### src/rtl/memory_dump_reader_pkg.sv
// memory_dump_reader_pkg: state encoding and default widths shared by the dump reader and its bench
package memory_dump_reader_pkg;
    localparam int DEFAULT_ADDR_WIDTH = 8;
    localparam int DEFAULT_DATA_WIDTH = 8;
    typedef enum logic [2:0] {
        IDLE    = 3'd0,
        ISSUE   = 3'd1,
        WAIT    = 3'd2,
        PRESENT = 3'd3,
        DONE    = 3'd4
    } state_e;
endpackage

### src/rtl/memory_dump_reader_if.sv
// memory_dump_reader_if: control, memory read port and output stream of the dump reader
interface memory_dump_reader_if
    import memory_dump_reader_pkg::*;
#(
    parameter int ADDR_WIDTH = DEFAULT_ADDR_WIDTH,
    parameter int DATA_WIDTH = DEFAULT_DATA_WIDTH
);
    logic                  start;
    logic [ADDR_WIDTH-1:0] start_address;
    logic [ADDR_WIDTH-1:0] end_address;
    logic [ADDR_WIDTH-1:0] mem_address;
    logic                  mem_read;
    logic [DATA_WIDTH-1:0] mem_data;
    logic [DATA_WIDTH-1:0] out_data;
    logic                  out_valid;
    logic                  out_ready;
    logic                  busy;
    logic                  done;
    modport master (
        input  start, start_address, end_address, mem_data, out_ready,
        output mem_address, mem_read, out_data, out_valid, busy, done
    );
    modport slave (
        output start, start_address, end_address, mem_data, out_ready,
        input  mem_address, mem_read, out_data, out_valid, busy, done
    );
endinterface

### src/rtl/memory_dump_reader.sv
// memory_dump_reader: streams an inclusive, wrapping address range of memory out over valid/ready
module memory_dump_reader
    import memory_dump_reader_pkg::*;
#(
    parameter int ADDR_WIDTH = DEFAULT_ADDR_WIDTH,
    parameter int DATA_WIDTH = DEFAULT_DATA_WIDTH
) (
    input logic                 clk,
    input logic                 reset,
    memory_dump_reader_if.master bus
);
    state_e                state_q, state_d;
    logic [ADDR_WIDTH-1:0] cur_addr_q, cur_addr_d;
    logic [ADDR_WIDTH-1:0] last_addr_q, last_addr_d;
    logic [DATA_WIDTH-1:0] out_data_q, out_data_d;

    // cur_addr only moves on entry to ISSUE, so it doubles as the memory address register
    always_comb begin
        state_d     = state_q;
        cur_addr_d  = cur_addr_q;
        last_addr_d = last_addr_q;
        out_data_d  = out_data_q;
        case (state_q)
            IDLE: if (bus.start) begin
                state_d     = ISSUE;
                cur_addr_d  = bus.start_address;
                last_addr_d = bus.end_address;
            end
            ISSUE: state_d = WAIT;
            WAIT: begin
                state_d    = PRESENT;
                out_data_d = bus.mem_data;
            end
            PRESENT: if (bus.out_ready) begin
                state_d    = (cur_addr_q == last_addr_q) ? DONE : ISSUE;
                cur_addr_d = (cur_addr_q == last_addr_q) ? cur_addr_q : cur_addr_q + ADDR_WIDTH'(1);
            end
            DONE: state_d = IDLE;
            default: state_d = IDLE;
        endcase
    end

    always_ff @(posedge clk) begin
        if (reset) begin
            state_q     <= IDLE;
            cur_addr_q  <= '0;
            last_addr_q <= '0;
            out_data_q  <= '0;
        end else begin
            state_q     <= state_d;
            cur_addr_q  <= cur_addr_d;
            last_addr_q <= last_addr_d;
            out_data_q  <= out_data_d;
        end
    end

    assign bus.mem_address = cur_addr_q;
    assign bus.mem_read    = (state_q == ISSUE);
    assign bus.out_data    = out_data_q;
    assign bus.out_valid   = (state_q == PRESENT);
    assign bus.busy        = (state_q != IDLE);
    assign bus.done        = (state_q == DONE);
endmodule

### src/flat_wrapper.sv
// flat-port wrapper written by rule: the top's interface ports become plain ports
module memory_dump_reader_flat import memory_dump_reader_pkg::*;
#(
    parameter int ADDR_WIDTH = DEFAULT_ADDR_WIDTH,
    parameter int DATA_WIDTH = DEFAULT_DATA_WIDTH
)
  (clk, reset, bus_start, bus_start_address, bus_end_address, bus_mem_data, bus_out_ready, bus_mem_address, bus_mem_read, bus_out_data, bus_out_valid, bus_busy, bus_done);
  memory_dump_reader_if #(.ADDR_WIDTH(ADDR_WIDTH), .DATA_WIDTH(DATA_WIDTH)) bus_i ();
  input logic clk;
  input logic reset;
  input wire logic [$bits(bus_i.start)-1:0] bus_start;
  input wire logic [$bits(bus_i.start_address)-1:0] bus_start_address;
  input wire logic [$bits(bus_i.end_address)-1:0] bus_end_address;
  input wire logic [$bits(bus_i.mem_data)-1:0] bus_mem_data;
  input wire logic [$bits(bus_i.out_ready)-1:0] bus_out_ready;
  output wire logic [$bits(bus_i.mem_address)-1:0] bus_mem_address;
  output wire logic [$bits(bus_i.mem_read)-1:0] bus_mem_read;
  output wire logic [$bits(bus_i.out_data)-1:0] bus_out_data;
  output wire logic [$bits(bus_i.out_valid)-1:0] bus_out_valid;
  output wire logic [$bits(bus_i.busy)-1:0] bus_busy;
  output wire logic [$bits(bus_i.done)-1:0] bus_done;
  assign bus_i.start = bus_start;
  assign bus_i.start_address = bus_start_address;
  assign bus_i.end_address = bus_end_address;
  assign bus_i.mem_data = bus_mem_data;
  assign bus_i.out_ready = bus_out_ready;
  assign bus_mem_address = bus_i.mem_address;
  assign bus_mem_read = bus_i.mem_read;
  assign bus_out_data = bus_i.out_data;
  assign bus_out_valid = bus_i.out_valid;
  assign bus_busy = bus_i.busy;
  assign bus_done = bus_i.done;
  memory_dump_reader #(.ADDR_WIDTH(ADDR_WIDTH), .DATA_WIDTH(DATA_WIDTH)) u_core (.clk(clk), .reset(reset), .bus(bus_i));
endmodule
### config.mk
export PLATFORM = sky130hd
export DESIGN_NAME = memory_dump_reader_flat
export DESIGN_NICKNAME = d
export VERILOG_FILES = /design/src/rtl/memory_dump_reader_pkg.sv /design/src/rtl/memory_dump_reader_if.sv /design/src/rtl/memory_dump_reader.sv /design/src/flat_wrapper.sv
export SDC_FILE = /design/constraint.sdc
export NUM_CORES = 1
export LEC_CHECK = 0
export CELL_PAD_IN_SITES_DETAIL_PLACEMENT = 0
export CELL_PAD_IN_SITES_GLOBAL_PLACEMENT = 1
export CORE_MARGIN = 2
export CORE_UTILIZATION = 36
export CTS_BUF_LIST = sky130_fd_sc_hd__clkbuf_4 sky130_fd_sc_hd__clkbuf_8
export DETAILED_ROUTE_END_ITERATION = 8
export PLACE_DENSITY_LB_ADDON = 0.12
export SYNTH_ARGS = -nofsm -noshare
export SYNTH_HDL_FRONTEND = slang
export SYNTH_SLANG_ARGS = --single-unit
### constraint.sdc
create_clock -name clk -period 5.1 [get_ports clk]
set_input_delay 0.765 -clock clk [delete_from_list [all_inputs] [get_ports clk]]
set_output_delay 0.765 -clock clk [all_outputs]
set_load 0.01 [all_outputs]
-- After elaboration in Yosys (flattened, before gate mapping)
Cells that the tools add are included.
- register bits after elaboration: 27
- input bits: 28
- output and inout port bits: 20
- word-level logic and storage cells: 27
- add/subtract/negate cells: 1
- eq/ne operators: 8
- muxes and demuxes: 8
- reduce and logical (&&, ||, !) cells: 6
- operators by type and width (cell ; count):
    $mux W8 ; 3
    $pmux W8 S2 ; 1
    $pmux W3 S4 ; 1
    $mux W3 ; 3
    $add A8 B1 Y8 const B ; 1
    $eq A8 B8 Y1 ; 1
    $eq A3 B2 Y1 const B ; 2
    $ne A2 B2 Y1 const B ; 3
    $reduce_and A2 Y1 ; 2
    $reduce_and A4 Y1 ; 1
    $eq A3 B1 Y1 const B ; 1
    $eq A3 B3 Y1 const B ; 1
    $logic_not A3 Y1 ; 1
    $reduce_bool A3 Y1 ; 1
    $reduce_bool A2 Y1 ; 1

-- Logic depth before layout (Yosys ltp)
Gate-level depths: netlist of run 1.
- depth in word-level cells: 4
- gate-level depth with buffers: 8
- depth with buffers taken out: 6

-- Worst setup path before layout of run 1
OpenSTA, ideal clock, no wires.
- kind: in2reg
- start point: in bus_start
- end point: reg u_core.cur_addr_q[4] (netlist: u_core.bus.mem_address[4])
- library setup time: 0.074 ns
- data arrival time: 1.782 ns
- data required time: 5.026 ns
- setup slack: 3.244 ns
- cell stages on the path: 4
- path buffers: 0
- cells stage by stage: nor3b_1 > o21bai_1 > or4_1 > a31oi_1
- word-level cells in the longest chain between the ends: 2
- RTL lines (element ; line ; RTL):
    start, declared ; flat_wrapper.sv:11 ; input wire logic [$bits(bus_i.start)-1:0] bus_start;
    $ne A2 B2 Y1 (no line) ; - ;
    $reduce_and A4 Y1 (no line) ; - ;
    end signal, assigned ; memory_dump_reader.sv:51 ; cur_addr_q <= cur_addr_d;
    end, declared ; memory_dump_reader.sv:13 ; logic [ADDR_WIDTH-1:0] cur_addr_q, cur_addr_d;
Every way passes these cells.
A chain may end at the register's enable or synchronous reset.

-- Final worst setup path of run 1
- start point: reg u_core.state_q[1]
- end point: out bus_out_valid
- word-level cells in the longest chain between the ends: 1
- RTL lines (element ; line ; RTL):
    start, declared ; memory_dump_reader.sv:12 ; state_e state_q, state_d;
    start signal, assigned ; memory_dump_reader.sv:50 ; state_q <= state_d;
    $eq A3 B2 Y1 ; memory_dump_reader.sv:60 ; assign bus.out_valid = (state_q == PRESENT);
    end, declared ; flat_wrapper.sv:19 ; output wire logic [$bits(bus_i.out_valid)-1:0] bus_out_valid;
Every way passes these cells.

==> results of run 1 <==
-- metal layers --
metal	part of all wire	track usage	up-vias	wire, um
met1	0.47	0.228	628	1690
met5	0	0	-	0
met3	0.049	0.0355	6	176
met4	0.018	0.0689	0	65
li1	-	-	675	-
met2	0.47	0.285	41	1690
-- power by group through the flow --
stage | registers (uW) | logic, uW | clock network, uW
2_1_floorplan | 253 | 98.6 | 0
3_5_place_dp | 258 | 159 | 0
6_report | 253 | 159 | 124
3_3_place_gp | 257 | 158 | 0
4_1_cts | 253 | 160 | 127
5_1_grt | 257 | 173 | 138
-- flip-flops by register name, summed over array words and instances, names as in the netlist --
signal and flops:
u_core.bus.mem_address 8, u_core.bus.out_data 8, u_core.last_addr_q 8, u_core.state_q 3
-- tightest hold or removal path, delay by kind of cell, from the launching register on --
family / cells / cell delay [ns]
compound gates: 1 / 0.05
flops: 1 / 0.33
simple gates: 1 / 0.05
-- cell families (layout without fill, tap and decap cells) --
group                      count (synthesis)  count (layout)
xor gates and xnor gates                   8               8
adders and majority gates                  1               1
buffers and inverters                     15              55
muxes                                     11              11
DFF                                       27              27
AOI/OAI and AO/OA                         34              34
and+or+nand+nor                           72              72
-- stage by stage --
step / setup slack (ns) / std cells / hold slack, ns / cell area [sq um] / util
floorplan: 3.24 / 168 / 0.448 / 1410 / -
global placement: 2.56 / 252 / 0.457 / 1880 / 0.505
detailed placement: 2.50 / 252 / 0.458 / 1880 / 0.505
CTS: 2.31 / 256 / 0.471 / 1920 / 0.517
global route: 2.16 / 256 / 0.494 / 1920 / 0.517
finish: 2.28 / 256 / 0.470 / 1920 / 0.517
-- path summary, 6_finish.rpt --
path / depth (start not counted) / slack (ns) / endpoint
max reg2reg: 5 / 3.00 / u_core.bus.mem_address[7]$_SDFFE_PP0P_
max: 3 / 2.28 / bus_out_valid
min reg2reg: 2 / 0.47 / u_core.last_addr_q[0]$_SDFFE_PP0P_
min: 2 / 0.47 / u_core.last_addr_q[0]$_SDFFE_PP0P_
-- Yosys cell counts, drive strengths merged, types with 3 or more instances --
library cell	number
nor2	13
inv	3
nor4	3
and2	3
xor2	8
a21oi	11
mux2i	10
nand3	5
buf	9
a31oi	6
nor3	6
dfxtp	27
nand2	28
-- final cells by class --
class,count,area [sq um],area share
clock buffers,3,41.3,0.0215
repair buffers,48,478,0.249
multi-input cells,126,786,0.409
well taps,48,60.1,0.0313
inverters,3,11.3,0.00586
clock inverters,1,5.00,0.00260
flip-flops and latches,27,541,0.281
==> flow_summary_export.csv, run 1 <==
group,metric,value,unit
clocking,cts_tree,"yes",
logic_synthesis,synth_edf_count,0,
clocking,worstSkewPairLatency,0.28,ns
logic_synthesis,synth_top_family_by_area,"simple AND/OR/NAND/NOR gates",
power_and_ir_drop,switching_share,0.318,
sta,fin_tns_setup,0,ns
logic_synthesis,synth_xor_area_frac,0.0549,
logic_synthesis,synthArstFlopShare,0,
job,max_cap_viol_count,0,
power_and_ir_drop,clockPowerShare,0.231,
power_and_ir_drop,comb_power_share,0.297,
detailed_routing,drt-total-wl,3620,um
worst_hold_path,min_path_type,"reg2reg",
floorplanning,initial_core_util,0.380,
sta,fmax,355,MHz
place,io_buffers,47,
critical_path,crit_path_top_delay_cell,"clkdlybuf4s50_1",
global_route,grt_max_degree,29,
clocking,cts_resized,0,
floorplanning,io_pins,48,
logic_synthesis,synth_top_area_frac,0.382,
critical_path,critPathLaunch,"u_core.state_q[1]$_SDFFE_PP0P_",
clocking,cts-buffers-inserted,3,
sta,clock_skew,0.00401,ns
critical_path,required,4.34,ns
sta,fin_crit,2.82,ns
power_and_ir_drop,total_power,536,uW
finish,num-fill-cells,380,
sta,post-route-period-util,0.552,
critical_path,cp.buffers_inverters,2,
global_route,antenna_found_initial,0,
power_and_ir_drop,power.density,279,nW/um^2
worst_hold_path,hp-start,"u_core.last_addr_q[0]$_SDFFE_PP0P_",
place,dp_hpwl,2600,um
sta,hold_viol_final,0,
status,outcome,"complete, no violations",
global_route,first_global_vias,1261,
critical_path,max_stage_delay,0.61,ns
logic_synthesis,synth.area.top_cells,"dfxtp_1 38%, nand2_1 7.4%, mux2i_1 7.1%, xor2_1 4.3%, a21oi_1 3.9%",
logic_synthesis,synth_fa_ha_area_frac,0.00885,
logic_synthesis,synth.largest_area_cell,"dfxtp_1",
power_and_ir_drop,power_leakage,0.000704,uW
sta,relSlewSlack,0.303,
logic_synthesis,ys_seq_elements,27,
detailed_routing,drtIter0Drc,118,
detailed_routing,wl_per_cell,14.1,um
clocking,clock_path_buffers,2,
place,gp_congestion,0.852,
logic_synthesis,synthCells,168,
detailed_routing,postRouteAntennaNets,0,
critical_path,crit_path_end_kind,"output pin",
global_route,grt_overflow,0,
detailed_routing,via_per_inst,5.27,
detailed_routing,first_pass_iters,4,
logic_synthesis,synth_area,1410,sq um
detailed_routing,drc_errors,0,
sta,max_slew.worst_pin.slew,1.04,ns
global_route,grt_pass1_wl,5900,um
floorplanning,die_area,4440,sq um
finish,syn_to_final_growth,35.9,%
floorplanning,die_w,66.7,um
logic_synthesis,syn_area_per_cell,8.42,sq um
power_and_ir_drop,p_int,366,uW
logic_synthesis,ys_types,43,
sta,slew_violations,0,
logic_synthesis,ys_seq_area_frac,0.382,
power_and_ir_drop,seqPwrFrac,0.472,
clocking,cts_root_buf,"clkbuf_8",
critical_path,path_cells,"nand3b_1 -> inv_1 -> clkdlybuf4s50_1",
critical_path,crit_family,"buffers and inverters",
critical_path,setup.worst_path.class,"reg2out",
global_route,track_usage,0.176,
logic_synthesis,synth_simple_gate_area_frac,0.258,
finish,mostFrequentLayoutCells,"47 x clkdlybuf4s50_1, 28 x nand2_1, 27 x dfxtp_1, 13 x nor2_1, 11 x a21oi_1",
detailed_routing,vias,1350,
finish,final_common_cell,"clkdlybuf4s50_1",
clocking,cts.sink_count,27,
critical_path,path_max_fanout,12,
floorplanning,die_h,66.7,um
power_and_ir_drop,ir_worst_vdd,0.113,mV
clocking,cts_max_level,1,
finish,drive_above_1_share,0.0529,
sta,setup_violations,0,
floorplanning,rows,22,
logic_synthesis,synth_compound_area_frac,0.156,
critical_path,critical_path_arrival,2.05,ns
clocking,path_clk_slew,0.10,ns
logic_synthesis,ys.flop_type,"dfxtp_1",
critical_path,r2r-start,"u_core.bus.mem_address[2]$_SDFFE_PP0P_",
finish,n_antenna_cell,0,
logic_synthesis,synthMuxAreaShare,0.0788,
power_and_ir_drop,p_sw,170,uW
logic_synthesis,yosysWarnings,0,
sta,rsz0062_at_grt,"no",
clocking,postCtsSetupBuffers,0,
finish,final_net_count,238,
floorplanning,core-area,3720,sq um
logic_synthesis,syn-num-nets,197,
critical_path,start_kind,"register",
clocking,cts_hold_buf,0,
(Power assumes the default switching activity.)
==> run 2: changes to the inputs <==
--- a/config.mk
+++ b/config.mk
@@ -8,7 +8,7 @@
 export CELL_PAD_IN_SITES_DETAIL_PLACEMENT = 0
 export CELL_PAD_IN_SITES_GLOBAL_PLACEMENT = 1
 export CORE_MARGIN = 2
-export CORE_UTILIZATION = 36
+export CORE_UTILIZATION = 34
 export CTS_BUF_LIST = sky130_fd_sc_hd__clkbuf_4 sky130_fd_sc_hd__clkbuf_8
 export DETAILED_ROUTE_END_ITERATION = 8
 export PLACE_DENSITY_LB_ADDON = 0.12
==> constraint.sdc (replaced) <==
create_clock -name clk -period 2.7 [get_ports clk]
set_input_delay 0.405 -clock clk [delete_from_list [all_inputs] [get_ports clk]]
set_output_delay 0.405 -clock clk [all_outputs]
set_load 0.01 [all_outputs]
==> flow_summary_export.csv, run 2 (synthesis results as in run 1) <==
group,metric,value,unit
detailed_routing,vias,1337,
finish,n_antenna_cell,0,
finish,final_common_cell,"clkdlybuf4s50_1",
critical_path,critical_path_arrival,1.78,ns
sta,fin_crit,2.18,ns
place,io_buffers,47,
finish,multi_input_area,786,sq um
power_and_ir_drop,power_leakage,0.000715,uW
clocking,worstSkewPairLatency,0.28,ns
finish,syn_to_final_growth,37.2,%
finish,num-fill-cells,395,
sta,max_slew.worst_pin.slew,0.653,ns
clocking,postCtsSetupBuffers,0,
critical_path,required,2.30,ns
floorplanning,die_h,68.5,um
clocking,cts_max_level,1,
detailed_routing,first_pass_iters,4,
critical_path,start_kind,"register",
sta,relSlewSlack,0.564,
job,max_cap_viol_count,0,
global_route,met3_usage,0.0329,
sta,fmax,458,MHz
global_route,gr-usage-met2,0.273,
critical_path,crit_path_end_kind,"output pin",
floorplanning,io_pins,48,
finish,drive_above_1_share,0.0619,
global_route,grt.busiest_layer,"met2",
sta,setup_slack,0.517,ns
finish,seqCellArea,541,sq um
finish,mostFrequentLayoutCells,"47 x clkdlybuf4s50_1, 28 x nand2_1, 27 x dfxtp_1, 13 x nor2_1, 11 x a21oi_1",
sta,slew_violations,0,
sta,setup_violations,0,
global_route,grt_max_degree,19,
place,gp_congestion,0.833,
detailed_routing,postRouteAntennaNets,0,
power_and_ir_drop,power.density,524,nW/um^2
sta,rsz0062_at_grt,"no",
floorplanning,rows,23,
worst_hold_path,min_path_type,"reg2reg",
floorplanning,core-area,4000,sq um
critical_path,setup.worst_path.class,"reg2out",
sta,clock_skew,0.00771,ns
place,pre_cts_slack,0.488,ns
floorplanning,die_area,4690,sq um
finish,final_net_count,240,
clocking,cts_resized,0,
global_route,grt_overflow,0,
floorplanning,initial_core_util,0.353,
status,outcome,"complete, no violations",
power_and_ir_drop,ir_worst_vdd,0.206,mV
place,dp_hpwl,2690,um
global_route,antenna_found_initial,0,
global_route,grt_pass1_wl,5700,um
global_route,track_usage,0.164,
detailed_routing,drt-total-wl,3650,um
global_route,met1_usage,0.216,
sta,post-route-period-util,0.809,
sta,hold_viol_final,0,
clocking,cts_root_buf,"clkbuf_8",
sta,fin_tns_setup,0,ns
clocking,cts_tree,"yes",
clocking,cts_hold_buf,0,
detailed_routing,drtIter0Drc,62,
clocking,cts-buffers-inserted,3,
global_route,first_global_vias,1227,
clocking,path_clk_slew,0.10,ns
detailed_routing,drc_errors,0,
finish,stdcell_area,1940,sq um
detailed_routing,wl_per_cell,14.0,um
detailed_routing,via_per_inst,5.14,
place,place_area,1890,sq um
clocking,clock_path_buffers,2,
clocking,cts.sink_count,27,
critical_path,path_max_fanout,11,
floorplanning,die_w,68.5,um
run 2: cell type report:
type	count	share of cell area
sequential	27	0.279
clock inverter	1	0.00258
inverter	3	0.00581
tap	50	0.0323
timing repair buffer	50	0.254
multi-input combinational	126	0.405
clock buffer	3	0.0213
run 2: layer usage:
layer | share of wire | wire, um
met1 | 0.46 | 1660
met2 | 0.49 | 1780
met3 | 0.047 | 171
met4 | 0.010 | 37
met5 | 0 | 0
run 2: final timing paths:
kind	from	to	slack (ns)	depth (start not counted)
setup / recovery	u_core.state_q[1]$_SDFFE_PP0P_	bus_out_valid	0.52	3
hold / removal	u_core.last_addr_q[1]$_SDFFE_PP0P_	u_core.last_addr_q[1]$_SDFFE_PP0P_	0.47	2
hold reg to reg	u_core.last_addr_q[1]$_SDFFE_PP0P_	u_core.last_addr_q[1]$_SDFFE_PP0P_	0.47	2
setup reg to reg	u_core.bus.mem_address[4]$_SDFFE_PP0P_	u_core.bus.mem_address[7]$_SDFFE_PP0P_	0.62	5
run 2: critical path, stage by stage (launching register included):
cell	delay, ns
dfxtp_1	0.53
nand3b_1	0.28
inv_1	0.14
clkdlybuf4s50_1	0.54
run 2: per-stage QoR:
stage	std cells	hold WS (ns)	total power [uW]	util
finish	260	0.472	1020	0.485
global placement	256	0.456	786	0.473
detailed placement	256	0.461	790	0.473
global route	260	0.497	1070	0.485
floorplan	168	0.448	664	-
CTS	260	0.475	1030	0.485
run 2: where the power goes:
part	internal, uW	total [uW]	leakage (uW)	switching, uW
sequential	433	478	0.000221	45.4
clock	104	238	0.0000255	134
combinational	156	301	0.000468	145
total	692	1020	0.000715	324
